===== config.mk =====
export PLATFORM = sky130hd
export DESIGN_NAME = gfx_line_drawer
export DESIGN_NICKNAME = d
export VERILOG_FILES = /design/src/rtl/gfx_pkg.sv /design/src/rtl/gfx_line_drawer.sv
export SDC_FILE = /design/constraint.sdc
export NUM_CORES = 1
export LEC_CHECK = 0
export CORE_AREA = 2 2 156 158
export CTS_CLUSTER_DIAMETER = 50
export CTS_CLUSTER_SIZE = 40
export DETAILED_ROUTE_END_ITERATION = 10
export DIE_AREA = 0 0 158 160
export HOLD_SLACK_MARGIN = 0.06
export PLACE_DENSITY = 0.63
export RECOVER_POWER = 50
export SLEW_MARGIN = 30
export SYNTH_ARGS = -nofsm -noshare
export SYNTH_HDL_FRONTEND = slang
export SYNTH_SLANG_ARGS = --single-unit

===== constraint.sdc =====
create_clock -name clk -period 14.7 [get_ports clk]
set_clock_uncertainty 0.15 [all_clocks]
set_input_delay 2.94 -clock clk [delete_from_list [all_inputs] [get_ports clk]]
set_output_delay 2.94 -clock clk [all_outputs]
set_load 0.02 [all_outputs]

===== src/rtl/gfx_pkg.sv =====
// Shared graphics types: line-drawer state encoding and coordinate-width helpers.
// Used by gfx_line_drawer (optional clipping is selected there via GFX_LINE_CLIP_EN).
package gfx_pkg;

    typedef enum logic [1:0] {
        IDLE,
        SETUP,
        DRAW
    } gfx_line_state_t;

    // Bits needed to address 0..extent-1.
    function automatic int coord_bits(input int extent);
        return (extent > 1) ? $clog2(extent) : 1;
    endfunction

    // Signed Bresenham error width: the wider coordinate plus sign and doubling headroom.
    function automatic int err_bits(input int x_bits, input int y_bits);
        return ((x_bits > y_bits) ? x_bits : y_bits) + 2;
    endfunction

endpackage


===== src/rtl/gfx_line_drawer.sv =====
// Bresenham line rasterizer: one command in, one pixel per cycle out on the gfx stream.
// Define GFX_LINE_CLIP_EN to step off-screen pixels silently instead of emitting them.
module gfx_line_drawer
    import gfx_pkg::*;
#(
    parameter int PIXEL_BITS = 12,
    parameter int H_VISIBLE  = 640,
    parameter int V_VISIBLE  = 480,
    localparam int FB_X_BITS = coord_bits(H_VISIBLE),
    localparam int FB_Y_BITS = coord_bits(V_VISIBLE)
) (
    input  logic                  clk,
    input  logic                  reset,
    input  logic [FB_X_BITS-1:0]  cmd_x0,
    input  logic [FB_Y_BITS-1:0]  cmd_y0,
    input  logic [FB_X_BITS-1:0]  cmd_x1,
    input  logic [FB_Y_BITS-1:0]  cmd_y1,
    input  logic [PIXEL_BITS-1:0] cmd_color,
    input  logic                  cmd_valid,
    output logic                  cmd_ready,
    output logic [FB_X_BITS-1:0]  gfx_x,
    output logic [FB_Y_BITS-1:0]  gfx_y,
    output logic [PIXEL_BITS-1:0] gfx_color,
    output logic                  gfx_valid,
    input  logic                  gfx_ready,
    output logic                  busy,
    output logic                  done
);

    localparam int ERR_W = err_bits(FB_X_BITS, FB_Y_BITS);

    gfx_line_state_t         state;
    logic [FB_X_BITS-1:0]    x1;
    logic [FB_Y_BITS-1:0]    y1;
    logic                    sx;
    logic                    sy;
    logic signed [ERR_W-1:0] dx;
    logic signed [ERR_W-1:0] dy;
    logic signed [ERR_W-1:0] err;

    logic signed [ERR_W-1:0] e2;
    logic signed [ERR_W-1:0] err_next;
    logic signed [ERR_W-1:0] dx_setup;
    logic signed [ERR_W-1:0] dy_abs;
    logic [FB_X_BITS-1:0]    nx;
    logic [FB_Y_BITS-1:0]    ny;
    logic                    step_x;
    logic                    step_y;
    logic                    last;
    logic                    advance;
    logic                    next_visible;
    logic                    setup_visible;

    // gfx_x/gfx_y double as the current Bresenham position.
    always_comb begin
        // NOTE: every output of this block gets a default first, so no path can infer a latch.
        e2            = err <<< 1;
        step_x        = (e2 >= dy);
        step_y        = (e2 <= dx);
        nx            = gfx_x;
        ny            = gfx_y;
        err_next      = err;
        dx_setup      = (x1 >= gfx_x) ? ERR_W'(x1 - gfx_x) : ERR_W'(gfx_x - x1);
        dy_abs        = (y1 >= gfx_y) ? ERR_W'(y1 - gfx_y) : ERR_W'(gfx_y - y1);
        last          = (gfx_x == x1) && (gfx_y == y1);
        // An invisible (clipped) pixel needs no downstream handshake to advance.
        advance       = (state == DRAW) && (gfx_ready || !gfx_valid);
        if (step_x) begin
            err_next = err_next + dy;
            nx       = sx ? gfx_x + FB_X_BITS'(1) : gfx_x - FB_X_BITS'(1);
        end
        if (step_y) begin
            err_next = err_next + dx;
            ny       = sy ? gfx_y + FB_Y_BITS'(1) : gfx_y - FB_Y_BITS'(1);
        end
`ifdef GFX_LINE_CLIP_EN
        next_visible  = (int'(nx) < H_VISIBLE) && (int'(ny) < V_VISIBLE);
        setup_visible = (int'(gfx_x) < H_VISIBLE) && (int'(gfx_y) < V_VISIBLE);
`else
        next_visible  = 1'b1;
        setup_visible = 1'b1;
`endif
    end

    // NOTE: sequential state is updated with non-blocking assignments only, so every
    // register samples the pre-edge values regardless of statement order.
    always_ff @(posedge clk) begin
        if (reset) begin
            state     <= IDLE;
            cmd_ready <= 1'b1;
            busy      <= 1'b0;
            done      <= 1'b0;
            gfx_valid <= 1'b0;
            gfx_x     <= '0;
            gfx_y     <= '0;
            gfx_color <= '0;
            x1        <= '0;
            y1        <= '0;
            sx        <= 1'b0;
            sy        <= 1'b0;
            dx        <= '0;
            dy        <= '0;
            err       <= '0;
        end else begin
            done <= 1'b0;
            case (state)
                IDLE: begin
                    if (cmd_valid) begin
                        gfx_x     <= cmd_x0;
                        gfx_y     <= cmd_y0;
                        x1        <= cmd_x1;
                        y1        <= cmd_y1;
                        gfx_color <= cmd_color;
                        cmd_ready <= 1'b0;
                        busy      <= 1'b1;
                        state     <= SETUP;
                    end
                end
                SETUP: begin
                    dx        <= dx_setup;
                    dy        <= -dy_abs;
                    err       <= dx_setup - dy_abs;
                    sx        <= (x1 >= gfx_x);
                    sy        <= (y1 >= gfx_y);
                    gfx_valid <= setup_visible;
                    state     <= DRAW;
                end
                DRAW: begin
                    if (advance) begin
                        if (last) begin
                            gfx_valid <= 1'b0;
                            done      <= 1'b1;
                            busy      <= 1'b0;
                            cmd_ready <= 1'b1;
                            state     <= IDLE;
                        end else begin
                            gfx_x     <= nx;
                            gfx_y     <= ny;
                            err       <= err_next;
                            gfx_valid <= next_visible;
                        end
                    end
                end
                default: begin
                    gfx_valid <= 1'b0;
                    busy      <= 1'b0;
                    cmd_ready <= 1'b1;
                    state     <= IDLE;
                end
            endcase
        end
    end

endmodule

**Word level (Yosys, flattened, before mapping)**

Cells that the tools add are included.

- Memories kept: 0
- Word-level logic and storage cells: 95
- Bits in read-only memories: 0
- Bits in registers: 94
- Output and inout port bits: 35
- Latch bits: 0
- RAM bits: 0
- Input bits: 54

- Mux-type cells: 35
- Shifts and indexed selects: 0
- Div/mod/pow operators: 0
- Magnitude comparators: 4
- Reduce and logical (&&, ||, !) cells: 15
- Bitwise logic cells: 4
- Eq/ne operators: 10
- $add $sub $neg: 12
- $mul: 0

Operators by type and width:

| cell | count |
|---|---|
| 2-to-1 mux 12 bit | 6 |
| 2-to-1 mux 10 bit | 5 |
| 2-to-1 mux 9 bit | 5 |
| adder 12 bit | 2 |
| one-hot mux 12 bit (2 select lines) | 1 |
| subtractor 10 x 10 -> 11 bit | 2 |
| one-hot mux 10 bit (2 select lines) | 1 |
| subtractor 9 x 9 -> 10 bit | 2 |
| one-hot mux 9 bit (2 select lines) | 1 |
| >= comparator 12 bit | 1 |
| less-or-equal comparator 12 bit | 1 |
| != test 2 bit (second input constant) | 6 |
| negation 12 bit | 1 |
| subtractor 12 bit | 1 |
| adder 10 x 1 -> 10 bit (second input constant) | 1 |
| equality test 10 bit | 1 |
| >= comparator 10 bit | 1 |
| AND reduction 5 bit | 2 |
| subtractor 10 x 1 -> 10 bit (second input constant) | 1 |
| adder 9 x 1 -> 9 bit (second input constant) | 1 |
| equality test 9 bit | 1 |
| >= comparator 9 bit | 1 |
| 2-to-1 mux 1 bit | 9 |
| one-hot mux 1 bit (3 select lines) | 3 |
| other kinds (15) | 24 |

**Depth between registers and ports, before layout**

Gate-level depths: netlist of run 1.

- Word-level depth: 7
- Gate-level depth with buffers: 20
- Mapped depth without buffers: 19

**Worst setup path before layout of run 1**

Ideal clock, no wire load.

- Path type: reg2reg
- From: register gfx_x[1]
- To: register err[10]
- Setup slack: 9.874 ns
- Period minus slack after synthesis: 4.826 ns
- Data arrival time: 4.553 ns
- Library setup time: 0.122 ns
- Stages on the path, launching flop included: 18
- Buffers on the path: 0
- Required time: 14.428 ns
- Cells stage by stage: dfxtp_1 inv_1 ha_1 and3b_1 o311a_1 o2111ai_2 nand2_2 mux2_2 fa_1 a21o_1 a211oi_1 nor2_1 o41ai_1 o21ai_0 xnor2_1 xnor2_1 and3_1 a311o_1

- Cells in the longest elaborated chain, start to end: 4
- Elaborated cells on any way between the ends: 10
- Those cells by class: add/sub (3); order compare (1); eq/ne (2); mux (2); reduce/logical (2)

Ends and longest elaborated chain:

| element | RTL line | RTL |
|---|---|---|
| start: declaration | gfx_line_drawer.sv:21 | `output logic [FB_X_BITS-1:0] gfx_x,` |
| start signal: assignment | gfx_line_drawer.sv:109 | `gfx_x <= cmd_x0;` |
| start signal: assignment | gfx_line_drawer.sv:137 | `gfx_x <= nx;` |
| subtractor 10 x 10 -> 11 bit or >= comparator 10 bit (tied branches) | gfx_line_drawer.sv:63 | `dx_setup = (x1 >= gfx_x) ? ERR_W'(x1 - gfx_x) : ERR_W'(gfx_x - x1);` |
| 2-to-1 mux 12 bit * | gfx_line_drawer.sv:63 |  |
| net dx_setup[1] | gfx_line_drawer.sv:43 | `logic signed [ERR_W-1:0] dx_setup;` |
| subtractor 12 bit * | gfx_line_drawer.sv:122 | `err <= dx_setup - dy_abs;` |
| one-hot mux 12 bit (2 select lines) * | gfx_line_drawer.sv:106 | `case (state)` |
| end signal: assignment | gfx_line_drawer.sv:122 |  |
| end signal: assignment | gfx_line_drawer.sv:139 | `err <= err_next;` |
| end: declaration | gfx_line_drawer.sv:39 | `logic signed [ERR_W-1:0] err;` |

Mark *: on every way through the listed nets, which the timed path passes. The rest lies on a longest branch.
A chain may end at the register's enable or synchronous reset.

==> metrics.txt, run 1 <==
full die area 25300 sq um; busiest grt layer met2; vias in the first global route 7048; GRT Util Overall 17.3%; Async S/R FF share, synth 0%; TritonRoute pass-1 iters 5; Area growth, synth to finish 18.7%; die extent in x 158 um; Slew @ Worst Pin 2.87 ns; most common cell in the netlist ha_1; Setup CP Type input port to flip-flop; fin crit share 46.1%; Final Max Slew Viols 106; worst-case clock buffer depth 2; clock latency on the worst-skew pair 0.36 ns; top post-synthesis cells by count ha_1 (110), nand2_1 (100), a21oi_1 (93); status complete, but fails checks; Post-DP HPWL 16.2 mm; Post-synth top flop dfxtp_1; crit path from reset; Sequential Area 1840 sq um; syn nets 1188; Slew headroom -91.4%; vias post-DR 7235; M2 GR Usage 28.3%; first-pass GRT wire length 35.3 mm; routability cong. 0.862; failing checks max-capacitance violations, max-slew violations; setup violators final 0; Sink Count 92; Gate Count Post-Synth 1015; Core Region 23800 sq um; # fillers 2462; register area share after synthesis 22.6%; worst-path maximum fanout 61; DR vias/cell 5.13; Ys Warns 0; Hold Buf Count CTS 0; Synth Cell Area 8150 sq um; WP data required 14.81 ns; #FFs+latches synth 92; setup TNS 0 ns; Post-Route WL 21.2 mm; Max Cap Violations 3; post-route ant nets 0; Worst-path clk slew 0.07 ns; Multi-input gate area 5780 sq um; area leader, netlist dfxtp_1; Worst setup SP type input port; Synth Area per Inst 8.03 sq um; Final Core Density 40.6%; CP arrival 6.88 ns; Buffers on Ports 88; share of layout cells above drive strength 1 5.99%; GR met1 Demand/Resource 23.6%; Hold Fails Final Rpt 0; H-tree levels 3; CTS root buf clkbuf_16; slack of the critical path 7.92 ns; EDFF count, synth 0; Min Clock Period, post-route 6.78 ns; critical path endpoint category flip-flop; Hold Startpoint gfx_color[9]; post-synthesis cell type count 78; total CTS buffers 9; CTS-repair resized insts 0; Residual DRC 0; met3 Use GR 2.44%; Ant. Diodes 0; Die Y 160 um; largest net degree at the start of global routing 62; RSZ-0062 raised after global routing false; RR Startpoint gfx_y[0]; # nets final 1254; Post-CTS Setup Inserts 0; CTS tree built; Routed WL per cell 15.0 um; Overflow after GRT 0; Top Ports 89; Synth top area share 22.6%; dpl ws 9.27 ns; Detailed Route Iter0 Violations 310; Worst Hold Class flip-flop to flip-flop; initial antenna violation count 0; largest cells by area after synthesis dfxtp_1 (23%), ha_1 (17%), a21oi_1 (5.7%), mux2i_1 (4.8%), xnor2_1 (4.7%); initial cell density of the core 34.2%; Max Fclk 148 MHz; cell row count 57
==> worst max-delay path: stages <==
cell and delay (ns):
buf_2 0.07, clkbuf_1 1.08, clkbuf_1 2.11, nor3_1 0.19, a311o_1 0.42
==> stage by stage <==
stage	hold WS [ns]	instances	area, sq um
2_1_floorplan	0.303	1015	8150
3_3_place_gp	0.292	1394	9320
3_5_place_dp	0.298	1394	9320
4_1_cts	0.306	1410	9690
5_1_grt	0.326	1410	9670
6_report	0.304	1410	9670
==> registers in the layout, summed over array words and instances, names as in the netlist, 2 cells and up <==
register	cells
gfx_color	12
x1	10
dy	12
dx	11
err	11
gfx_x	10
state	2
gfx_y	9
y1	9
==> cells in the final DEF, fill, tap and decap left out, types with 7 or more instances in the layout <==
cell,count
nand2_1,100
o21ai_0,38
dlygate4sd3_1,7
a21o_1,19
xnor2_1,44
xor2_1,14
mux2_2,14
o21bai_1,10
and3_1,12
nor2_1,81
nand4_1,9
inv_1,92
a211oi_1,26
nand3_1,18
nand2b_1,12
ha_1,109
clkbuf_16,9
mux2i_1,39
nor3_1,15
fa_1,9
nor2b_1,12
dfxtp_1,92
a21oi_1,93
clkdlybuf4s50_1,80
a31oi_1,9
==> worst paths after layout <==
path	slack (ns)	cells past startpoint	end
setup / recovery	7.92	5	err[10]
hold / removal	0.30	2	gfx_color[9]
setup reg to reg	8.28	17	err[10]
hold reg to reg	0.30	2	gfx_color[9]
==> logic make-up (layout without fill, tap and decap cells) <==
logic type | after synthesis | after routing | share of synthesized area [%]
multiplexers | 53 | 53 | 6.73
XOR/XNOR | 60 | 60 | 6.71
flip-flops | 92 | 92 | 22.6
buffers and inverters | 134 | 205 | 6.36
AND/OR/NAND/NOR | 289 | 289 | 16.6
adder cells (fa/ha/maj) | 119 | 119 | 19.1
AO/OA/AOI/OAI | 268 | 268 | 21.9
==> metal layers <==
| layer | vias to the layer above | share of wire (%) |
|---|---|---|
| met2 | 108 | 47 |
| met1 | 3390 | 49 |
| met3 | 19 | 2.6 |
| met5 | - | 0 |
| met4 | 0 | 1.7 |
| li1 | 3718 | - |
==> layout make-up <==
cell class	instances	area share, %
clock buffers	9	2.33
clock inverters	7	1.50
inverters	93	3.61
multi-input cells	789	59.7
flip-flops and latches	92	19.0
well taps	324	4.19
repair buffers	96	9.60
Power of run 1 is left out: the tool's default activity adds up to more than one toggle a clock period on the data nets, which glitch-free logic cannot reach.
==> run 2: changes to the inputs <==
--- a/config.mk
+++ b/config.mk
@@ -11,7 +11,7 @@
 export DETAILED_ROUTE_END_ITERATION = 10
 export DIE_AREA = 0 0 158 160
 export HOLD_SLACK_MARGIN = 0.06
-export PLACE_DENSITY = 0.63
+export PLACE_DENSITY = 0.65
 export RECOVER_POWER = 50
 export SLEW_MARGIN = 30
 export SYNTH_ARGS = -nofsm -noshare
==> constraint.sdc (replaced) <==
create_clock -name clk -period 5.6 [get_ports clk]
set_clock_uncertainty 0.15 [all_clocks]
set_input_delay 1.12 -clock clk [delete_from_list [all_inputs] [get_ports clk]]
set_output_delay 1.12 -clock clk [all_outputs]
set_load 0.02 [all_outputs]
==> metrics.txt, run 2 (synthesized netlist as in run 1, its figures left out) <==
status complete, but fails checks (unchanged); failing checks max-capacitance violations, max-slew violations (unchanged); Hold Fails Final Rpt 0 (unchanged); most frequent cells in the layout ha_1 (109), nand2_1 (100), a21oi_1 (93) (unchanged); dpl ws 0.520 ns (was 9.27 ns); Top cell by count, worst path xnor2_1 (was clkbuf_1); Final Max Slew Viols 87 (was 106); Slew headroom -187% (was -91.4%); first-pass GRT wire length 35.4 mm (was 35.3 mm); Overflow after GRT 0 (unchanged); vias post-DR 7251 (was 7235); # fillers 2488 (was 2462); Core Region 23800 sq um (unchanged); commonest non-fill, non-tap cell in the layout ha_1 (unchanged); CP top delay family compound AO/OA/AOI/OAI gates (was buffers and inverters); slack of the critical path 0.514 ns (was 7.92 ns); CTS-repair resized insts 0 (unchanged); clock latency on the worst-skew pair 0.36 ns (about the same); worst-case clock buffer depth 2 (unchanged); critical path endpoint category flip-flop (unchanged); Hold Buf Count CTS 0 (unchanged); Max Fclk 197 MHz; initial cell density of the core 34.2% (unchanged); # nets final 1257 (was 1254); Ant. Diodes 0 (unchanged); DR vias/cell 5.13 (about the same); setup violators final 0 (unchanged); Buf/Inv on CP 1 (was 3); Final Cell Area 9670 sq um (unchanged); die extent in x 158 um (unchanged); vias in the first global route 7017 (was 7048); Post-Route WL 21.3 mm (was 21.2 mm); Worst setup SP type flip-flop (was input port); Top Registers dy (12), gfx_color (12) (unchanged); H-tree levels 3 (unchanged); CTS tree built (unchanged); WP data required 5.71 ns (was 14.81 ns); RSZ-0062 raised after global routing false (unchanged); Setup CP Type flip-flop to flip-flop (was input port to flip-flop); Top Ports 89 (unchanged); CP arrival 5.19 ns (was 6.88 ns); full die area 25300 sq um (unchanged); critical path cell sequence inv_1, ha_1, and3b_1, o311a_1, o2111ai_2, nand2_2, mux2_2, fa_1, a21o_1, a211oi_1, nor2_1, o41ai_1, o21ai_0, xnor2_1, xnor2_1, and3_1, a311o_1 (was buf_2, clkbuf_1, clkbuf_1, nor3_1, a311o_1); post-route ant nets 0 (unchanged); Worst-path clk slew 0.08 ns (was 0.07 ns); routability cong. 0.924 (was 0.862); largest net degree at the start of global routing 87 (was 62); Worst Hold Class flip-flop to flip-flop (unchanged); Max Cap Violations 1 (was 3); max incr delay on CP 0.49 ns (was 2.11 ns); Buffers on Ports 88 (unchanged); Area growth, synth to finish 18.7% (unchanged); Slew @ Worst Pin 4.31 ns (was 2.87 ns); initial antenna violation count 0 (unchanged); total CTS buffers 9 (unchanged); Min Clock Period, post-route 5.09 ns; placed instance area 9340 sq um (was 9320 sq um); setup TNS 0 ns (unchanged); Post-CTS Setup Inserts 0 (unchanged); Worst Hold Slack 0.300 ns (was 0.304 ns); GRT Util Overall 17.3% (about the same); Detailed Route Iter0 Violations 364 (was 310); CTS root buf clkbuf_16 (unchanged); share of layout cells above drive strength 1 6.34% (was 5.99%); Post-DP HPWL 16.0 mm (was 16.2 mm); cell row count 57 (unchanged); Die Y 160 um (unchanged); worst-path maximum fanout 10 (was 61); Sink Count 92 (unchanged); Routed WL per cell 15.1 um (was 15.0 um); Critical-path top delay cell dfxtp_1 (was clkbuf_1); Residual DRC 0 (unchanged); fin crit share 90.8%; TritonRoute pass-1 iters 5 (unchanged)
[run 2: per-stage QoR]
stage	util, %	instances
after CTS	40.6	1413
after floorplan	-	1015
after global placement	39.2	1397
after global routing	40.6	1413
after detailed placement	39.2	1397
final	40.6	1413
[run 2: cell type report]
type / count / area [sq um] / share of cell area [%]
multi-input cells: 789 / 5800 / 59.9
flip-flops and latches: 92 / 1840 / 19.0
repair buffers: 99 / 955 / 9.87
well taps: 324 / 405 / 4.19
inverters: 93 / 349 / 3.61
clock buffers: 10 / 239 / 2.47
clock inverters: 6 / 86.3 / 0.893
[run 2: worst reg2reg max path, stage by stage, from the launching register on]
cell and delay [ns]:
dfxtp_1 0.49, inv_1 0.13, ha_1 0.34, and3b_1 0.19, o311a_1 0.36, o2111ai_2 0.34
nand2_2 0.26, mux2_2 0.40, fa_1 0.46, a21o_1 0.20, a211oi_1 0.22, nor2_1 0.10
o41ai_1 0.43, o21ai_0 0.20, xnor2_1 0.16, xnor2_1 0.13, and3_1 0.18, a311o_1 0.26
[run 2: layer usage]
metal / track usage (%) / up-vias / share of wire, %
met5: 0 / - / 0
met4: 5.08 / 0 / 1.8
met3: 2.28 / 24 / 4.1
met2: 28.8 / 150 / 47
met1: 23.2 / 3354 / 48
li1: - / 3723 / -
[run 2: path summary, 6_finish.rpt]
kind	start	to	slack, ns	depth (start not counted)
setup / recovery	gfx_x[1]	err[10]	0.51	17
hold / removal	gfx_color[6]	gfx_color[6]	0.30	2
setup reg to reg	gfx_x[1]	err[10]	0.51	17
hold reg to reg	gfx_color[6]	gfx_color[6]	0.30	2
Power of run 2 is left out for the same reason.
==> run 3: changes to the inputs <==
--- a/config.mk
+++ b/config.mk
@@ -10,8 +10,9 @@
 export CTS_CLUSTER_SIZE = 40
 export DETAILED_ROUTE_END_ITERATION = 10
 export DIE_AREA = 0 0 158 160
+export GPL_TIMING_DRIVEN = 0
 export HOLD_SLACK_MARGIN = 0.06
-export PLACE_DENSITY = 0.65
+export PLACE_DENSITY = 0.63
 export RECOVER_POWER = 50
 export SLEW_MARGIN = 30
 export SYNTH_ARGS = -nofsm -noshare
==> constraint.sdc (replaced) <==
create_clock -name clk -period 5.7 [get_ports clk]
set_clock_uncertainty 0.15 [all_clocks]
set_input_delay 1.14 -clock clk [delete_from_list [all_inputs] [get_ports clk]]
set_output_delay 1.14 -clock clk [all_outputs]
set_load 0.02 [all_outputs]
==> metrics.txt, run 3 (synthesized netlist as in run 1, its figures left out) <==
Detailed Route Iter0 Violations 422 (was 364); # nets final 1287 (was 1257); Worst IR Drop VDD 0.319 mV; Final Max Slew Viols 0 (was 87); DR vias/cell 5.19 (was 5.13); setup TNS 0 ns (unchanged); Buffers on Ports 88 (unchanged); routability cong. 0.905 (was 0.924); initial antenna violation count 0 (unchanged); CP arrival 5.46 ns (was 5.19 ns); initial cell density of the core 34.2% (unchanged); Final Core Density 40.9% (was 40.6%); Ant. Diodes 0 (unchanged); Min Clock Period, post-route 5.37 ns (was 5.09 ns); vias in the first global route 7210 (was 7017); Die Y 160 um (unchanged); CTS tree built (unchanged); Post-CTS Setup Inserts 0 (unchanged); Residual DRC 0 (unchanged); RSZ-0062 raised after global routing false (unchanged); Core Region 23800 sq um (unchanged); critical path cell sequence inv_1, fa_1, a21o_1, a221o_1, o31ai_4, mux2i_1, xor2_1, ha_1, a21o_1, a211oi_1, nor2_1, o41ai_1, o21ai_0, xnor2_1, xnor2_1, and3_1, a311o_1 (was inv_1, ha_1, and3b_1, o311a_1, o2111ai_2, nand2_2, mux2_2, fa_1, a21o_1, a211oi_1, nor2_1, o41ai_1, o21ai_0, xnor2_1, xnor2_1, and3_1, a311o_1); CTS root buf clkbuf_16 (unchanged); most frequent cells in the layout ha_1 (110), nand2_1 (100), a21oi_1 (93) (was ha_1 (109), nand2_1 (100), a21oi_1 (93)); Overflow after GRT 0 (unchanged); die extent in x 158 um (unchanged); max incr delay on CP 0.52 ns (was 0.49 ns); first-pass GRT wire length 37.2 mm (was 35.4 mm); Leakage Power 4.04 nW; Post-DP HPWL 18.5 mm (was 16.0 mm); setup violators final 0 (unchanged); Slew @ Worst Pin 1.06 ns (was 4.31 ns); commonest non-fill, non-tap cell in the layout ha_1 (unchanged); Sequential Area 1840 sq um (unchanged); full die area 25300 sq um (unchanged); clock latency on the worst-skew pair 0.35 ns (was 0.36 ns); Setup CP Type flip-flop to flip-flop (unchanged); Post-Route WL 23.0 mm (was 21.3 mm); share of layout cells above drive strength 1 5.54% (was 6.34%); power density over cell area 700 nW/um^2; Hold Buf Count CTS 0 (unchanged); Slew headroom 29.5% (was -187%); # fillers 2507 (was 2488); Max Cap Violations 0 (was 1); GRT Util Overall 18.5% (was 17.3%); Worst-path clk slew 0.07 ns (was 0.08 ns); Worst Hold Class flip-flop to flip-flop (unchanged); Routed WL per cell 16.0 um (was 15.1 um); largest net degree at the start of global routing 16 (was 87); Critical-path top delay cell dfxtp_1 (unchanged); WP data required 5.79 ns (was 5.71 ns); vias post-DR 7486 (was 7251); Hold Fails Final Rpt 0 (unchanged); Top Registers dy (12), gfx_color (12) (unchanged); H-tree levels 3 (unchanged); Top Ports 89 (unchanged); total CTS buffers 9 (unchanged); Max Fclk 186 MHz (was 197 MHz); worst-path maximum fanout 7 (was 10); post-route ant nets 0 (unchanged); Area growth, synth to finish 19.7% (was 18.7%); worst-case clock buffer depth 2 (unchanged); critical path endpoint category flip-flop (unchanged); Sink Count 92 (unchanged); Worst setup SP type flip-flop (unchanged); TritonRoute pass-1 iters 5 (unchanged); cell row count 57 (unchanged); Multi-input gate area 5790 sq um (was 5800 sq um); status complete, no violations (was complete, but fails checks); fin crit share 94.2% (was 90.8%)
==> run 3: cell types whose count changed in the layout (fill, tap and decap cells not counted), moves of 2 or more <==
cell             before  now
buf_6                 0    2
clkdlybuf4s50_1      60   52
clkbuf_1              1   37
buf_4                10    0
clkinv_4              0    2
dlygate4sd3_1        27   36
==> run 3: per-layer routing <==
| metal | global-route usage [%] | vias to the layer above | wire length, um | share of wire [%] |
|---|---|---|---|---|
| li1 | - | 3782 | - | - |
| met1 | 24.5 | 3513 | 10600 | 46 |
| met2 | 31.6 | 166 | 11100 | 48 |
| met3 | 1.87 | 25 | 889 | 3.9 |
| met4 | 5.12 | 0 | 471 | 2.0 |
| met5 | 0 | - | 0 | 0 |
==> run 3: final timing paths <==
check / start / end / slack (ns) / depth (start not counted)
max: gfx_y[1] / err[10] / 0.33 / 17
min: gfx_color[3] / gfx_color[3] / 0.30 / 2
max reg2reg: gfx_y[1] / err[10] / 0.33 / 17
min reg2reg: gfx_color[3] / gfx_color[3] / 0.30 / 2
==> run 3: report_power, final <==
| group | total, mW | switching, mW | internal [mW] |
|---|---|---|---|
| Combinational | 5.18 | 2.94 | 2.24 |
| Clock | 0.632 | 0.267 | 0.365 |
| Sequential | 1.02 | 0.198 | 0.817 |
==> run 3: critical path: cells and delay by family (launching register included) <==
family / cells / cell delay (ns)
simple gates: 2 / 0.28
xor+xnor: 3 / 0.65
mux: 1 / 0.33
flops: 1 / 0.52
buf+inv: 1 / 0.15
fa+ha+maj: 2 / 0.79
compound gates: 8 / 2.38
==> run 3: cell type report <==
cell class                      count  area share (%)
Buffer                             41            1.74
Clock buffer                       11            2.59
Clock inverter                      5           0.616
Inverter                           93            3.58
Multi-Input combinational cell    789            59.4
Sequential cell                    92            18.9
Tap cell                          324            4.16
Timing Repair Buffer               88            9.03
==> run 3: metrics by stage <==
stage | area, sq um | worst slack, ns | total power, mW | instances | hold WS (ns)
after floorplan | 8150 | 0.874 | 4.95 | 1015 | 0.303
after global placement | 9430 | 0.283 | 6.11 | 1427 | 0.293
after detailed placement | 9440 | 0.328 | 6.19 | 1427 | 0.297
after CTS | 9750 | 0.280 | 6.85 | 1443 | 0.307
after global routing | 9750 | 0.0326 | 7.45 | 1443 | 0.332
final | 9750 | 0.332 | 6.82 | 1443 | 0.301
==> run 3: timing repair <==
action / CTS / global route
resized for setup: 0 / 2
endpoints found under the setup margin: 0 / 1
endpoints found under the hold margin: 0 / 0
No activity file was read; power rests on OpenSTA's default activity.
